File: src/rtl/ppu_vram_arb.sv
// ppu_vram_arb: VRAM port arbiter for the PPU.
// Fixed priority background > sprite > CPU, decided combinationally each cycle.
// CPU (PPUDATA) accesses are queued as a single latched request and run through
// an IDLE -> PEND -> ACC sequence, completing with a one-cycle done pulse.
// Optional feature macro: PPU_VRAM_ARB_STARVE_EN forces a CPU grant after the
// request has waited STARVE_LIMIT cycles in PEND.
module ppu_vram_arb #(
    parameter int STARVE_LIMIT = 64
) (
    input  logic        clk_in,
    input  logic        rst_in,
    input  logic        bg_req_in,
    input  logic [13:0] bg_a_in,
    input  logic        spr_req_in,
    input  logic [13:0] spr_a_in,
    input  logic        cpu_req_in,
    input  logic [13:0] cpu_a_in,
    input  logic        cpu_wr_in,
    input  logic [7:0]  cpu_d_in,
    input  logic [7:0]  vram_d_in,
    output logic [13:0] vram_a_out,
    output logic [7:0]  vram_d_out,
    output logic        vram_we_out,
    output logic        bg_gnt_out,
    output logic        spr_gnt_out,
    output logic        cpu_busy_out,
    output logic        cpu_done_out,
    output logic [7:0]  cpu_rd_d_out
);

    typedef enum logic [1:0] {S_IDLE, S_PEND, S_ACC} state_t;

    state_t      state, state_nxt;
    logic [13:0] lat_a;
    logic        lat_wr;
    logic [7:0]  lat_d;
    logic [13:0] last_a;
    logic        force_cpu;
    logic        cpu_gnt;

`ifdef PPU_VRAM_ARB_STARVE_EN
    localparam int CW = $clog2(STARVE_LIMIT + 1);
    logic [CW-1:0] starve_cnt;

    // Count PEND cycles without a grant; cleared whenever PEND is left.
    always_ff @(posedge clk_in or negedge rst_in) begin
        if (!rst_in)                          starve_cnt <= '0;
        else if (state == S_PEND && !cpu_gnt) starve_cnt <= starve_cnt + CW'(1);
        else                                  starve_cnt <= '0;
    end

    assign force_cpu = (state == S_PEND) && (starve_cnt == CW'(STARVE_LIMIT));
`else
    assign force_cpu = 1'b0;
`endif

    // Grants and VRAM port mux; rst_in gating keeps the port quiet during reset
    // even if a renderer is requesting.
    always_comb begin
        bg_gnt_out  = rst_in && bg_req_in && !force_cpu;
        spr_gnt_out = rst_in && spr_req_in && !bg_req_in && !force_cpu;
        cpu_gnt     = rst_in && (state == S_PEND) &&
                      (force_cpu || (!bg_req_in && !spr_req_in));
        if (bg_gnt_out)       vram_a_out = bg_a_in;
        else if (spr_gnt_out) vram_a_out = spr_a_in;
        else if (cpu_gnt)     vram_a_out = lat_a;
        else                  vram_a_out = last_a;
        vram_we_out = cpu_gnt && lat_wr;
        vram_d_out  = cpu_gnt ? lat_d : 8'h00;
    end

    // Remember the last driven address so an idle port holds it.
    always_ff @(posedge clk_in or negedge rst_in) begin
        if (!rst_in) last_a <= '0;
        else         last_a <= vram_a_out;
    end

    // CPU FSM state register.
    always_ff @(posedge clk_in or negedge rst_in) begin
        if (!rst_in) state <= S_IDLE;
        else         state <= state_nxt;
    end

    // CPU FSM next state and status outputs.
    always_comb begin
        state_nxt    = state;
        cpu_busy_out = (state != S_IDLE);
        cpu_done_out = (state == S_ACC);
        case (state)
            S_IDLE:  if (cpu_req_in) state_nxt = S_PEND;
            S_PEND:  if (cpu_gnt)    state_nxt = S_ACC;
            S_ACC:                   state_nxt = S_IDLE;
            default:                 state_nxt = S_IDLE;
        endcase
    end

    // Latch the CPU request only when accepted from IDLE; later pulses are ignored.
    always_ff @(posedge clk_in or negedge rst_in) begin
        if (!rst_in) begin
            lat_a  <= '0;
            lat_wr <= 1'b0;
            lat_d  <= '0;
        end else if (state == S_IDLE && cpu_req_in) begin
            lat_a  <= cpu_a_in;
            lat_wr <= cpu_wr_in;
            lat_d  <= cpu_d_in;
        end
    end

    // Capture read data at the end of the CPU grant cycle; writes leave it alone.
    always_ff @(posedge clk_in or negedge rst_in) begin
        if (!rst_in)                cpu_rd_d_out <= '0;
        else if (cpu_gnt && !lat_wr) cpu_rd_d_out <= vram_d_in;
    end

endmodule

File: config.mk
export PLATFORM = sky130hd
export DESIGN_NAME = ppu_vram_arb
export DESIGN_NICKNAME = d
export VERILOG_FILES = /design/src/rtl/ppu_vram_arb.sv
export SDC_FILE = /design/constraint.sdc
export NUM_CORES = 1
export LEC_CHECK = 0
export CELL_PAD_IN_SITES_DETAIL_PLACEMENT = 0
export CELL_PAD_IN_SITES_GLOBAL_PLACEMENT = 1
export CORE_MARGIN = 2
export CORE_UTILIZATION = 50
export CTS_CLUSTER_SIZE = 12
export DETAILED_ROUTE_END_ITERATION = 8
export DONT_BUFFER_PORTS = 1
export PLACE_DENSITY_LB_ADDON = 0.1
export SETUP_SLACK_MARGIN = 0.15
export SYNTH_ARGS = -nofsm -noshare
export SYNTH_HDL_FRONTEND = slang
export SYNTH_SLANG_ARGS = --single-unit
File: constraint.sdc
create_clock -name clk_in -period 3.7 [get_ports clk_in]
set_clock_uncertainty 0.1 [all_clocks]
set_input_delay 1.11 -clock clk_in [delete_from_list [all_inputs] [get_ports clk_in]]
set_output_delay 1.11 -clock clk_in [all_outputs]
set_load 0.02 [all_outputs]
* Word-level counts from Yosys, hierarchy flattened *
Cells that the tools add are included.

cells by class
  add/subtract/negate cells = 0
  $mul = 0
  div/mod/pow operators = 0
  $lt $le $gt $ge = 0
  equal/unequal tests = 4
  shifts and indexed selects = 0
  multiplexer cells = 7
  bitwise logic cells = 0
  reduce and logical (&&, ||, !) cells = 15

operators by type and width
  operator                                                          number
  14-bit two-way mux                                                3
  1-bit logical AND                                                 9
  8-bit two-way mux                                                 1
  2-bit two-way mux                                                 2
  2-bit inequality test (second input constant)                     2
  2-bit one-hot mux with 2 select lines                             1
  1-bit logical NOT                                                 3
  2-bit by 1-bit == test with 1-bit output (second input constant)  1
  2-bit == test (second input constant)                             1
  2-bit logical NOT                                                 1
  2-bit AND reduction                                               1
  2-bit nonzero test                                                1

storage, ports and cells
  flip-flop bits (word level) = 47
  latch bits = 0
  RAM bits = 0
  ROM bits = 0
  input port bits = 64
  output and inout bits = 35
  logic and storage cells = 32
  memories = 0

* Longest topological paths before layout *
  depth after elaboration = 6
  gate-level depth with buffers = 5
  mapped depth without buffers = 3

* Worst setup path after synthesis *
OpenSTA, ideal clock, no wires.

  path type = input -> output
  start = in spr_req_in
  end = out vram_a_out[10]
  arrival = 2383 ps
  required time = 2490 ps
  setup slack = 107 ps
  stages = 5
  path buffers = 3
  cells stage by stage = buf_2 -> buf_2 -> buf_2 -> nor3_1 -> o31ai_1

between the ends
  longest elaborated chain between the ends = 6
  elaborated cells between the ends (all ways) = 8
  those cells by class = mux: 3; reduce/logical: 5

ends and longest elaborated chain
  element                 line  text
  start: declaration      14    input logic spr_req_in,
  1-bit logical NOT       63    (force_cpu || (!bg_req_in && !spr_req_in));
  1-bit logical AND       63
  1-bit logical AND       62    cpu_gnt = rst_in && (state == S_PEND) &&
  14-bit two-way mux      66    else if (cpu_gnt) vram_a_out = lat_a;
  14-bit two-way mux (*)  65    else if (spr_gnt_out) vram_a_out = spr_a_in;
  14-bit two-way mux (*)  64    if (bg_gnt_out) vram_a_out = bg_a_in;
  end: declaration        21    output logic [13:0] vram_a_out,

Every way passes the cells marked *; elsewhere a longest branch is shown, timed or not.

* Worst setup path after layout *
  start = in rst_in
  end = out vram_a_out[11]

between the ends
  longest elaborated chain between the ends = 5
  elaborated cells between the ends (all ways) = 8
  those cells by class = mux: 3; reduce/logical: 5

ends and longest elaborated chain
  element                         line  text
  start: declaration              11    input logic rst_in,
  1-bit logical AND (2 in a row)  62
  14-bit two-way mux              66
  14-bit two-way mux              65
  14-bit two-way mux (*)          64

Marked as above.

==> flow_summary.ini <==
[synthesis]
syn_inst = 212
synth.net_count = 276
synthFlopType = dfrtp_1
synth-edff-count = 0
ys_seq_area_frac = 0.513
yosysWarnings = 0
avgSynthCellArea_um2 = 10.8
synth_cell_types = 21
synth_area_um2 = 2290
ys_ff_latch = 47
ys_async_sr_fraction = 1.00

[cells_and_area]
area.growth.synth_to_final_pct = 8.13
drive_gt1_frac = 0.280
stdcell_count = 263
nNetsFinal = 274
fill_cells = 386
n_antenna_cell = 0

[die]
start_util = 0.523
ioPinCount = 99
design.die.area_um2 = 5140
die_w_um = 71.7
core_area_um2 = 4380
fp.dieH_um = 71.7
rows = 24

[critical_path]
arrival_ns = 2.15
critPathCaptureType = output port
ff2ff_path_depth = 3
critPathMaxFanout = 64
critPathKind = primary input to output port
startpoint_type = primary input
cp.required_ns = 2.49

[job]
maxCapViolations = 0

[placed_design]
gp_congestion = 0.820
hpwlAfterDp_um = 3740
pre_cts_slack_ns = 0.363
dp.cells = 255
io_buffers = 0

[sta]
finalSetupViolCount = 0
holdWs_ns = 0.405
rsz0062_at_grt = false
fmax_ghz = 0.298
tightest_slew_ns = 0.672
max_slew_margin = 0.551
period_needed_ns = 3.36
setup_ws_ns = 0.344
report.final.slew_viol_count = 0
min_period_over_period = 0.907
tns_ns = 0
hold_viol = 0

[routing]
viasPerCell = 5.89
drtPass1Iterations = 4
drc = 0
drt_iter0_markers = 48
drt-total-wl_um = 5110
wl_per_cell_um = 19.4
postRouteAntennaNets = 0
vias = 1550

[global_routing]
antenna_found_initial = 0
grt_pass1_wl_um = 8240
gr-total-overflow = 0
track_usage = 0.209
grt_pass1_vias = 1689
grt_max_degree = 65

[clocking]
hold_buffers = 0
clock_latency_ns = 0.29
cts_buffer_depth = 2
cts_tree = built
cts_resized = 0
numCtsBuffers = 5
post_cts_buffers = 0
clk_pin_slew_worst_paths_ns = 0.08
numClockSinks = 47
htree_levels = 2
cts_root_buffer = clkbuf_8

[status]
status = finished, final reports clean

[pwr]
peakVddDrop_mv = 0.442
powerDensity_nw_per_um2 = 685
total_leakage_power_nw = 0.994

[worst_hold_path]
hold_class = register to register
hold_depth = 1
==> through the flow <==
stage          power, W  cell area, µm²   util
3_5_place_dp    0.00143            2390  0.546
4_1_cts         0.00173            2480  0.565
6_report        0.00170            2480  0.565
5_1_grt         0.00181            2480  0.565
2_1_floorplan   0.00132            2360      -
3_3_place_gp    0.00139            2390  0.546
==> worst max-delay path, stage by stage <==
cell and delay, ns:
nor2b_1 0.13, buf_4 0.22, a21oi_1 0.11, o31ai_2 0.54
==> final timing paths <==
kind / startpoint / endpoint / slack, ns
min in group asynchronous: rst_in / cpu_rd_d_out[0] / 0.41
min: lat_d[0] / lat_d[0] / 0.40
max in group asynchronous: rst_in / last_a[3] / 2.99
min reg2reg: lat_d[0] / lat_d[0] / 0.40
max: rst_in / vram_a_out[11] / 0.34
max reg2reg: state[0] / lat_a[6] / 1.71
==> logic make-up after synthesis <==
family / share of synthesized area
AND/OR/NAND/NOR: 0.221
flip-flops: 0.513
multiplexers: 0.152
AO/OA/AOI/OAI: 0.0808
buffers and inverters: 0.0328
==> flip-flops by register name (all words and copies together) (netlist names) <==
signal and flops:
lat_wr 1, last_a 14, cpu_rd_d_out 8, lat_a 14, state 2, lat_d 8
==> per-layer routing <==
layer  wire [µm]  vias to the layer above  track usage
met5           0                        -            0
met4          59                        0       0.0692
met3         511                        7       0.0774
met2        2630                       70        0.367
met1        1910                      736        0.235
li1            -                      737            -
==> cell usage in the layout, fill, tap and decap left out <==
cell        count
dfrtp_1        47
nor2b_1        15
nand2_1        14
a21oi_1        14
clkinv_2        1
and2b_1         2
nand2b_1       14
clkinvlp_4      1
inv_1           1
clkbuf_8        5
o21ai_0         2
and2_1         11
nor2_4          1
mux2_1          1
clkbuf_1        1
buf_4           5
nor2_1          1
nor3_4          1
nor3_1         28
or2_2           1
nand4bb_1       1
o31ai_2        14
mux2_2         30
==> cell type report <==
cell class / instances / area, µm² / area share
Multi-Input combinational cell: 150 / 1110 / 0.448
Tap cell: 52 / 65.1 / 0.0262
Inverter: 1 / 3.75 / 0.00151
Clock inverter: 2 / 12.5 / 0.00505
Sequential cell: 47 / 1180 / 0.475
Clock buffer: 6 / 72.6 / 0.0293
Timing Repair Buffer: 5 / 37.5 / 0.0151
==> power breakdown <==
part / switching, W / leakage [nW] / internal (W)
registers: 0.000178 / 0.565 / 0.000725
clock network: 0.000159 / 0.0412 / 0.000132
logic: 0.000259 / 0.389 / 0.000245
==> synth_stat cells, types with 2 or more instances <==
master     n  area share
a21oi_1   14       0.031
and2_1    11       0.030
and2b_1    2      0.0065
buf_2      6       0.013
buf_4      3      0.0098
clkbuf_1   5      0.0082
dfrtp_1   47        0.51
mux2_2    30        0.15
nand2_1   14       0.023
nand2b_1  14       0.038
nor2b_1   15       0.041
nor3_1    28       0.061
o21ai_0    2      0.0044
o31ai_1   14       0.046
Note: power is estimated with default switching activity, not from simulation.
